File: src/rtl/display_writer.sv
// display_writer: buffers decoded Morse characters and writes them
// to the 8-slot seven-segment decoder, with a sticky full-display clear.
module display_writer #(
   parameter int unsigned FIFO_DEPTH = 4,
   parameter logic [5:0]  BLANK_CODE = 6'h3F
) (
   input  logic       clk_100Mhz,
   input  logic       reset,
   input  logic       in_valid,
   input  logic [5:0] in_char,
   output logic       in_ready,
   input  logic       clear,
   output logic       data_valid,
   output logic [2:0] char_index,
   output logic [5:0] char_data,
   output logic [2:0] cursor,
   output logic [2:0] fifo_count,
   output logic       busy
);

   localparam int unsigned PW =
      (FIFO_DEPTH > 1) ? $clog2(FIFO_DEPTH) : 1;
   localparam logic [2:0]    DEPTH = 3'(FIFO_DEPTH);
   localparam logic [PW-1:0] LAST  = PW'(FIFO_DEPTH - 1);

   typedef enum logic [1:0] {
      IDLE,
      WRITE,
      CLEAR
   } state_t;

   state_t        state_q, state_d;
   logic [5:0]    mem [FIFO_DEPTH];
   logic [PW-1:0] wr_ptr, rd_ptr;
   logic          clear_pending;
   logic [2:0]    clr_idx_q, clr_idx_d;
   logic          push, pop, clr_ack;
   logic          dv_d;
   logic [2:0]    idx_d, cur_d;
   logic [5:0]    dat_d;

   // Ready depends only on the registered count, never on a pop.
   assign in_ready = (fifo_count < DEPTH);
   assign push     = in_valid & in_ready;
   assign busy     = (state_q != IDLE) | clear_pending;

   // Character storage; emptiness is tracked by the count, not the data.
   always_ff @(posedge clk_100Mhz) begin
      if (push) mem[wr_ptr] <= in_char;
   end

   // FIFO pointers, occupancy and the sticky clear request.
   always_ff @(posedge clk_100Mhz or negedge reset) begin
      if (!reset) begin
         wr_ptr        <= '0;
         rd_ptr        <= '0;
         fifo_count    <= 3'd0;
         clear_pending <= 1'b0;
      end else begin
         if (push)
            wr_ptr <= (wr_ptr == LAST) ? '0 : wr_ptr + 1'b1;
         if (pop)
            rd_ptr <= (rd_ptr == LAST) ? '0 : rd_ptr + 1'b1;
         if (push && !pop)
            fifo_count <= fifo_count + 3'd1;
         else if (pop && !push)
            fifo_count <= fifo_count - 3'd1;
         if (clr_ack)
            clear_pending <= 1'b0;
         else if (clear && state_q != CLEAR)
            clear_pending <= 1'b1;
      end
   end

   // FSM state register.
   always_ff @(posedge clk_100Mhz or negedge reset) begin
      if (!reset) state_q <= IDLE;
      else        state_q <= state_d;
   end

   // Next state and next write strobe; each write issues on the
   // transition edge so a character reaches the decoder one edge after
   // it is accepted.
   always_comb begin
      state_d   = state_q;
      dv_d      = 1'b0;
      idx_d     = char_index;
      dat_d     = char_data;
      cur_d     = cursor;
      clr_idx_d = clr_idx_q;
      pop       = 1'b0;
      clr_ack   = 1'b0;
      unique case (state_q)
         IDLE, WRITE: begin
            if (clear_pending) begin
               if (state_q == IDLE) begin
                  state_d   = CLEAR;
                  clr_ack   = 1'b1;
                  dv_d      = 1'b1;
                  idx_d     = 3'd0;
                  dat_d     = BLANK_CODE;
                  clr_idx_d = 3'd1;
               end else begin
                  state_d = IDLE;
               end
            end else if (fifo_count != 3'd0) begin
               state_d = WRITE;
               pop     = 1'b1;
               dv_d    = 1'b1;
               idx_d   = cursor;
               dat_d   = mem[rd_ptr];
               cur_d   = cursor + 3'd1;
            end else begin
               state_d = IDLE;
            end
         end
         CLEAR: begin
            dv_d      = 1'b1;
            idx_d     = clr_idx_q;
            dat_d     = BLANK_CODE;
            clr_idx_d = clr_idx_q + 3'd1;
            if (clr_idx_q == 3'd7) begin
               state_d = IDLE;
               cur_d   = 3'd0;
            end
         end
         default: state_d = IDLE;
      endcase
   end

   // Registered decoder outputs, cursor and blanking slot counter.
   always_ff @(posedge clk_100Mhz or negedge reset) begin
      if (!reset) begin
         data_valid <= 1'b0;
         char_index <= 3'd0;
         char_data  <= 6'd0;
         cursor     <= 3'd0;
         clr_idx_q  <= 3'd0;
      end else begin
         data_valid <= dv_d;
         char_index <= idx_d;
         char_data  <= dat_d;
         cursor     <= cur_d;
         clr_idx_q  <= clr_idx_d;
      end
   end

endmodule
File: config.mk
export PLATFORM = sky130hd
export DESIGN_NAME = display_writer
export DESIGN_NICKNAME = d
export VERILOG_FILES = /design/src/rtl/display_writer.sv
export SDC_FILE = /design/constraint.sdc
export NUM_CORES = 1
export LEC_CHECK = 0
export BUFFER_PORTS_ARGS = -buffer_cell sky130_fd_sc_hd__buf_2
export CORE_UTILIZATION = 52
export DETAILED_ROUTE_END_ITERATION = 10
export GPL_TIMING_DRIVEN = 0
export PLACE_DENSITY = 0.74
export SKIP_LAST_GASP = 1
export SLEW_MARGIN = 5
export SYNTH_ARGS = -nofsm -noshare
export SYNTH_HDL_FRONTEND = slang
export SYNTH_SLANG_ARGS = --single-unit
File: constraint.sdc
create_clock -name clk_100Mhz -period 3.5 [get_ports clk_100Mhz]
set_input_delay 0.35 -clock clk_100Mhz [delete_from_list [all_inputs] [get_ports clk_100Mhz]]
set_output_delay 0.35 -clock clk_100Mhz [all_outputs]
set_load 0.01 [all_outputs]
## After elaboration in Yosys (flattened, before gate mapping)

Memory sizes are Yosys's and may differ from the RTL's.
Cells that the tools add are included.

| storage, ports and cells | value |
|---|---|
| flip-flop bits (word level) | 26 |
| RAM bits | 24 |
| input bits | 10 |
| output and inout port bits | 18 |
| word-level logic and storage cells | 84 |
| memories kept | 1 |

| cells by class | value |
|---|---|
| add/sub/neg operators | 6 |
| $lt $le $gt $ge | 1 |
| equality and inequality tests | 13 |
| multiplexer cells | 36 |
| bitwise operators | 2 |
| reductions and logical operators | 15 |

Memories:

| memory | depth | width | rd ports | clocked after memory_dff | write ports | line | RTL |
|---|---|---|---|---|---|---|---|
| mem | 4 | 6 | 1 | 0 | 1 | 33 | `logic [5:0] mem [FIFO_DEPTH];` |

Operators by type and width:

| operator | count |
|---|---|
| 2-to-1 mux 3 bit | 10 |
| 2-to-1 mux 6 bit | 3 |
| one-hot mux 3 bit (2 select lines) | 3 |
| 2-to-1 mux 1 bit | 12 |
| inequality test 2 bit, second input constant | 6 |
| one-hot mux 6 bit (2 select lines) | 1 |
| 2-to-1 mux 2 bit | 5 |
| adder 3 x 1 -> 3 bit, second input constant | 3 |
| nonzero test 2 bit | 4 |
| == test 2 bit, second input constant | 3 |
| inequality test 3 bit, second input constant | 2 |
| AND reduction 3 bit | 2 |
| adder 2 x 1 -> 2 bit, second input constant | 2 |
| one-hot mux 2 bit (2 select lines) | 1 |
| AND reduction 4 bit | 1 |
| == test 3 bit, second input constant | 1 |
| logical AND 1 bit | 3 |
| less-than comparator 3 bit, second input constant | 1 |
| nonzero test 3 bit | 1 |
| subtractor 3 x 1 -> 3 bit, second input constant | 1 |
| == test 2 x 1 -> 1 bit, second input constant | 1 |
| zero test 1 bit | 2 |
| zero test 2 bit | 1 |
| one-hot mux 1 bit (2 select lines) | 1 |
| other kinds (3) | 3 |

## Depth between registers and ports, before layout

Gate-level depths: netlist of run 1.

| depth | value |
|---|---|
| word-level depth | 7 |
| gate-level depth with buffers | 10 |
| mapped depth without buffers | 8 |

## Worst setup path before layout of run 1

Ideal clock, no wire load.

| timing path | value |
|---|---|
| path type | reg2reg |
| from | register fifo_count[1] |
| to | register fifo_count[2] |
| library setup time | 0.080 ns |
| arrival | 2.105 ns |
| data required time | 3.420 ns |
| path slack | 1.315 ns |
| cell stages (with the launch flop) | 10 |
| buffers on the path | 1 |
| clock period less this slack | 2.185 ns |
| cells stage by stage | dfrtp_1 or3_4 nand2_1 buf_2 ha_1 inv_1 fa_1 xor2_1 nor2_1 xnor2_1 |

| on the way | value |
|---|---|
| word-level cells in the longest chain between the ends | 7 |

Ends and longest elaborated chain:

| item | line | RTL |
|---|---|---|
| start, declared | 17 | `output logic [2:0] fifo_count,` |
| start signal, assigned | 65 | `fifo_count <= fifo_count + 3'd1;` |
| start signal, assigned | 67 | `fifo_count <= fifo_count - 3'd1;` |
| nonzero test 3 bit | 106 | `end else if (fifo_count != 3'd0) begin` |
| 2-to-1 mux 1 bit | 106 |  |
| 2-to-1 mux 1 bit | 95 | `if (clear_pending) begin` |
| 2-to-1 mux 1 bit | 93 | `unique case (state_q)` |
| zero test 1 bit | 64 | `if (push && !pop)` |
| logical AND 1 bit | 64 |  |
| 2-to-1 mux 3 bit or nonzero test 2 bit (tied branches) | n/a |  |

Several ways; a longest one is shown, not always the timed one. The select of a mux whose other input is x is not followed.
A chain may end at the register's enable or synchronous reset.

## Worst setup path in the final report of run 1

| timing path | value |
|---|---|
| from | register fifo_count[0] |
| to | register fifo_count[2] |

Same word-level chain as after synthesis.

==> results of run 1 <==
## per-stage QoR
step,power [mW],instance area (µm²),utilization
3_3_place_gp,1.78,2340,0.617
5_1_grt,2.31,2430,0.640
4_1_cts,2.17,2430,0.640
2_1_floorplan,1.59,2150,-
3_5_place_dp,1.84,2340,0.617
6_report,2.15,2430,0.640
## synthesized netlist by cell type, drive strengths merged (2+ instances only)
cell type / number / area (µm²)
a22o: 2 / 17.5
and2: 4 / 25.0
buf: 5 / 30.0
clkbuf: 2 / 8.75
dfrtp: 26 / 651
edfxtp: 24 / 721
ha: 9 / 113
inv: 7 / 26.3
mux2: 9 / 113
mux2i: 5 / 50.1
mux4: 6 / 135
nand2: 7 / 26.3
nor2: 5 / 18.8
nor2b: 5 / 31.3
o21ai: 5 / 25.0
o22a: 6 / 60.1
or3: 2 / 17.5
xnor2: 2 / 17.5
## sequential cells by signal (all words and copies together) (netlist names)
| register | flops |
|---|---|
| clr_idx_q | 3 |
| char_index | 3 |
| char_data | 6 |
| state_q | 2 |
| rd_ptr | 2 |
| clear_pending | 1 |
| cursor | 3 |
| mem | 24 |
| data_valid | 1 |
| fifo_count | 3 |
| wr_ptr | 2 |
## metal layers
layer  wire [µm]  up-vias  global-route usage  part of all wire
met3         121        5              0.0621             0.036
li1            -      566                   -                 -
met4          45        0              0.0718             0.013
met5           0        -                   0                 0
met2        1720       24               0.302              0.51
met1        1490      572               0.223              0.44
## power breakdown
part | switching, mW | internal (mW)
Sequential | 0.109 | 0.798
Combinational | 0.440 | 0.470
Clock | 0.189 | 0.141
Total | 0.738 | 1.41
## worst max-delay path: cells and delay by family, from the launching register on
kind                     cells  cell delay (ns)
AND/OR/NAND/NOR              3             0.62
flip-flops                   1             0.44
adder cells (fa/ha/maj)      2             0.59
buffers and inverters        2             0.31
XOR/XNOR                     2             0.28
## final timing paths
check,startpoint,end,cells past startpoint
hold / removal,reset,clear_pending,1
max in group asynchronous,reset,fifo_count[0],1
min in group clk_100Mhz,in_char[3],mem[3][3],1
setup / recovery,fifo_count[0],fifo_count[2],9
hold reg to reg,char_data[3],char_data[3],1
setup reg to reg,fifo_count[0],fifo_count[2],9
## cell families (layout without fill, tap and decap cells)
kind of cell,after synthesis,after routing,share of synthesized area
xor gates and xnor gates,3,3,0.0122
and+or+nand+nor,27,27,0.0670
DFF,50,50,0.638
AOI/OAI and AO/OA,14,14,0.0518
buffers and inverters,14,49,0.0303
muxes,20,20,0.139
adders and majority gates,10,10,0.0617
## area by class of cell
class                   instances  area [µm²]  area share
clock inverters                 2        15.0     0.00618
multi-input cells              74         712       0.293
repair buffers                 27         135      0.0556
clock buffers                   6        72.6      0.0299
well taps                      48        60.1      0.0247
plain buffers                   7        38.8      0.0160
flip-flops and latches         50        1370       0.564
inverters                       7        26.3      0.0108
==> metrics.yaml, run 1 <==
max-cap-violations: 0
max_h_tree_level: 2
outcome: "complete, no violations"
wl_mm: 3.38
seq_area_frac_synth: 0.638
drt.antenna.violating_nets: 0
critical_setup_path_class: "reg2reg"
worst_pin_slew_ns: 0.559
fin_tns_setup_ns: 0
maxSlewViolCount: 0
timing.final.hold_violations: 0
number_of_search_and_repair_iterations_in_the_first_detailed_routing_pass: 4
floorplan.die.width_um: 66.3
diodes: 0
synth_top_flop_cell: "sky130_fd_sc_hd__dfrtp_1"
clockBufferDepth: 2
number_of_global_route_vias_before_repair: 1202
fin_crit_sh: 0.665
initial_core_util: 0.566
clock_insertion_delay_worst_skew_ns: 0.30
area.growth.synth_to_final_pct: 13.2
mappedNetlistArea_um2: 2150
synth_instances: 138
nets: 192
crit_arrival_ns: 2.55
clock_sink_count: 50
post_drt_via_cell_ratio: 5.28
end_kind: "register"
cts_post_setup_buffers_inserted: 0
floorplan.die_area_um2: 4390
fillCellCount: 286
fmaxAchievable_mhz: 429
floorplan.core_area_um2: 3800
numPlacedInstances: 213
most-common-layout-cells: "sky130_fd_sc_hd__buf_2 (30), sky130_fd_sc_hd__dfrtp_1 (26), sky130_fd_sc_hd__edfxtp_1 (24), sky130_fd_sc_hd__ha_1 (9)"
fin_worst_hold_slack_ns: 0.0240
setup-violations-final: 0
layout.cells.most_common: "sky130_fd_sc_hd__buf_2"
yosysWarnings: 0
routed_vias: 1167
power.leakage_nw: 1.01
final_weighted_congestion_in_routability_driven_placement: 0.726
crit_path_cell_trace: "or3_4 > nand2_1 > buf_2 > ha_1 > inv_1 > fa_1 > xor2_1 > nor2_1 > xnor2_1"
floorplan.io_pins: 28
asyncSetResetFlopFracSynth: 0.520
tritoncts: "yes"
finish.cell_count_without_fillers: 221
postCtsResizedCells: 0
drt-initial-drc-count: 85
synth.lib_cells_used.distinct: 30
nets_in_the_synthesized_netlist: 158
finalCriticalPeriod_ns: 2.33
synth_edf_count: 24
cts-hold-fix-buffers: 0
detail_route.drc_violations: 0
crit_path_start_kind: "register"
io_buffers: 27
cts.clk_slew.worst_paths_ns: 0.09
grt_start_max_net_pins: 27
setup_ws_ns: 1.17
detailedPlacementHpwl_mm: 2.52
first_pass_grt_wire_length_mm: 5.64
clock-skew-final_ns: 0.00823
worst_ir_drop_vdd_mv: 0.403
globalRouteTotalUtil: 0.184
postSynthRegisterBits: 50
avgSynthCellArea_um2: 15.6
unrepaired_setup_endpoints_after_global_routing: "no"
cpPeakStageDelay_ns: 0.44
cts_inserted_buffers: 5
drive_gt1_frac: 0.358
crit_slowest_cell: "sky130_fd_sc_hd__dfrtp_1"
wire_per_inst_um: 15.3
grt_antenna_before_repair: 0
die-height_um: 66.3
data_required_time_at_the_worst_endpoint_ns: 3.72
power-per-cell-area_nw_per_um2: 883
timing.hold.worst.class: "in2async"
regToRegSetupSlack_ns: 1.17
clock-root-buffer: "sky130_fd_sc_hd__clkbuf_8"
rows: 22
cp_max_fo: 10
place_ws_ns: 1.16
grt_overflow: 0
worst_max_slew_margin_expressed_relative_to_the_limit: 0.627
(Power assumes the default switching activity.)
==> run 2, diff against run 1 <==
- CORE_UTILIZATION: 52 -> 51
- PLACE_DENSITY: 0.74 -> 0.76
- clock period: 3.5 -> 2 ns (I/O delays scaled with it)
==> metrics.yaml, run 2 (synthesized netlist as in run 1, its figures left out) <==
outcome: "complete, no violations"
grt_overflow: 0  # unchanged
setup-violations-final: 0  # unchanged
timing.final.hold_violations: 0  # unchanged
number_of_search_and_repair_iterations_in_the_first_detailed_routing_pass: 4  # unchanged
globalRouteTotalUtil: 0.183  # -0.00104
detailedPlacementHpwl_mm: 2.56  # +1.5%
floorplan.io_pins: 28  # unchanged
initial_core_util: 0.533  # -0.0323
drt-initial-drc-count: 87  # +2.4%
floorplan.die.width_um: 66.9  # +0.94%
timing.hold.worst.class: "in2reg"
fin_tns_setup_ns: 0  # unchanged
fmaxAchievable_mhz: 518  # +21%
max_h_tree_level: 2  # unchanged
biggestRegsByFlops: "mem x24, char_data x6"
worst_pin_slew_ns: 0.598  # +0.0392 ns
area.growth.synth_to_final_pct: 18.9
worst-r2r-cell-count: 8  # -1
wl_mm: 3.50  # +3.6%
critical_setup_path_class: "reg2reg"
tritoncts: "yes"
clockBufferDepth: 2  # unchanged
regToRegSetupSlack_ns: 0.07  # -1.10 ns
cts.clk_slew.worst_paths_ns: 0.09  # about the same
max-cap-violations: 0  # unchanged
data_required_time_at_the_worst_endpoint_ns: 2.23  # -1.49 ns
most-common-layout-cells: "sky130_fd_sc_hd__buf_2 (30), sky130_fd_sc_hd__dfrtp_1 (24), sky130_fd_sc_hd__edfxtp_1 (24), sky130_fd_sc_hd__ha_1 (8), sky130_fd_sc_hd__inv_1 (7)"
worst_max_slew_margin_expressed_relative_to_the_limit: 0.601  # -0.0261
crit_arrival_ns: 2.16  # -0.39 ns
end_kind: "register"
fin_crit_sh: 0.966  # +0.301
grt_antenna_before_repair: 0  # unchanged
worst_ir_drop_vdd_mv: 0.863  # +110%
cts_inserted_buffers: 5  # unchanged
finish.cell_count_without_fillers: 229  # +3.6%
clock-root-buffer: "sky130_fd_sc_hd__clkbuf_8"
first_pass_grt_wire_length_mm: 5.76  # +2.1%
cp_max_fo: 7  # -3
routed_vias: 1212  # +3.9%
detail_route.drc_violations: 0  # unchanged
crit_path_start_kind: "register"
layout.cells.most_common: "sky130_fd_sc_hd__buf_2"
floorplan.core_area_um2: 4030  # +6.1%
clock-skew-final_ns: 0.00471  # -0.00352 ns
nets: 198  # +3.1%
power-per-cell-area_nw_per_um2: 1610  # +82%
clock_sink_count: 50  # unchanged
finalCriticalPeriod_ns: 1.93  # -0.396 ns
rows: 23  # +4.5%
worstHoldPathCells: 1
numPlacedInstances: 215  # +0.94%
io_buffers: 27  # unchanged
number_of_global_route_vias_before_repair: 1240  # +3.2%
clock_insertion_delay_worst_skew_ns: 0.31  # about the same
die-height_um: 66.9  # +0.94%
wire_per_inst_um: 15.3  # about the same
final_weighted_congestion_in_routability_driven_placement: 0.770  # +6.1%
post_drt_via_cell_ratio: 5.29  # +0.23%
unrepaired_setup_endpoints_after_global_routing: "yes"
max_reg_flops: 24  # unchanged
largest_reg_by_ff_count: "mem"
power.leakage_nw: 1.07  # +5.5%
finalPower_mw: 4.11  # +91%
floorplan.die_area_um2: 4480  # +1.9%
fillCellCount: 306  # +7.0%
drt.antenna.violating_nets: 0  # unchanged
grt_start_max_net_pins: 27  # unchanged
drive_gt1_frac: 0.419  # +0.0606
diodes: 0  # unchanged
maxSlewViolCount: 0  # unchanged
-- run 2: changes by cell type in the layout (fill, tap and decap cells not counted), moves of 2 or more --
| cell | change |
|---|---|
| sky130_fd_sc_hd__buf_4 | +6 |
| sky130_fd_sc_hd__clkbuf_1 | -2 |
| sky130_fd_sc_hd__clkinvlp_4 | -2 |
| sky130_fd_sc_hd__dfrtp_1 | -2 |
| sky130_fd_sc_hd__dfrtp_2 | +2 |
| sky130_fd_sc_hd__inv_6 | +2 |
-- run 2: worst paths after layout --
check	end	from
max in group asynchronous	fifo_count[0]	reset
worst max register to register	fifo_count[2]	fifo_count[0]
worst min-delay path	mem[3][2]	in_char[2]
worst max-delay path	fifo_count[2]	fifo_count[0]
worst min register to register	char_data[2]	char_data[2]
min in group asynchronous	char_index[2]	reset
-- run 2: per-layer routing --
metal	up-vias	track usage	routed length (µm)
li1	578	-	-
met1	603	0.209	1460
met2	25	0.321	1820
met3	6	0.0548	172
met4	0	0.0665	47
met5	-	0	0
-- run 2: where the power goes --
group          switching [mW]  leakage [nW]  internal [mW]
registers               0.174         0.515           1.40
clock network           0.350        0.0591          0.382
logic                   0.855         0.495          0.947
total                    1.38          1.07           2.73
-- run 2: through the flow --
stage | utilization | area [µm²] | worst slack, ns | hold WS [ns]
global route | 0.634 | 2550 | -0.0329 | 0.102
finish | 0.634 | 2550 | 0.0678 | 0.104
floorplan | - | 2180 | 0.0122 | -0.0956
global placement | 0.590 | 2380 | -0.0427 | 0.226
detailed placement | 0.590 | 2380 | -0.0993 | 0.242
CTS | 0.626 | 2520 | 0.0269 | 0.0952
-- run 2: cell type report --
cell class	instances	area (µm²)	share of cell area
Clock buffer	5	68.8	0.0269
Multi-Input combinational cell	74	751	0.294
Tap cell	50	62.6	0.0245
Timing Repair Buffer	34	190	0.0744
Sequential cell	50	1370	0.538
Inverter	7	26.3	0.0103
Clock inverter	3	47.5	0.0186
Buffer	6	35.0	0.0137
-- run 2: repair_timing --
| action | 4_1_cts | 5_1_grt |
|---|---|---|
| pin swaps | 0 | 4 |
| gates resized for setup | 4 | 2 |
| hold endpoints to repair | 26 | 0 |
| buffers inserted | 2 | 4 |
| hold buffers | 1 | 0 |
| setup endpoints to repair | 2 | 2 |
-- run 2: worst max-delay path, stage by stage, from the launching register on --
cell and delay, ns:
sky130_fd_sc_hd__dfrtp_2 0.41, sky130_fd_sc_hd__or3_4 0.43, sky130_fd_sc_hd__nand2_8 0.11, sky130_fd_sc_hd__ha_4 0.13, sky130_fd_sc_hd__inv_1 0.04, sky130_fd_sc_hd__fa_2 0.33, sky130_fd_sc_hd__xor2_1 0.14, sky130_fd_sc_hd__nor2_1 0.11
sky130_fd_sc_hd__xnor2_1 0.14
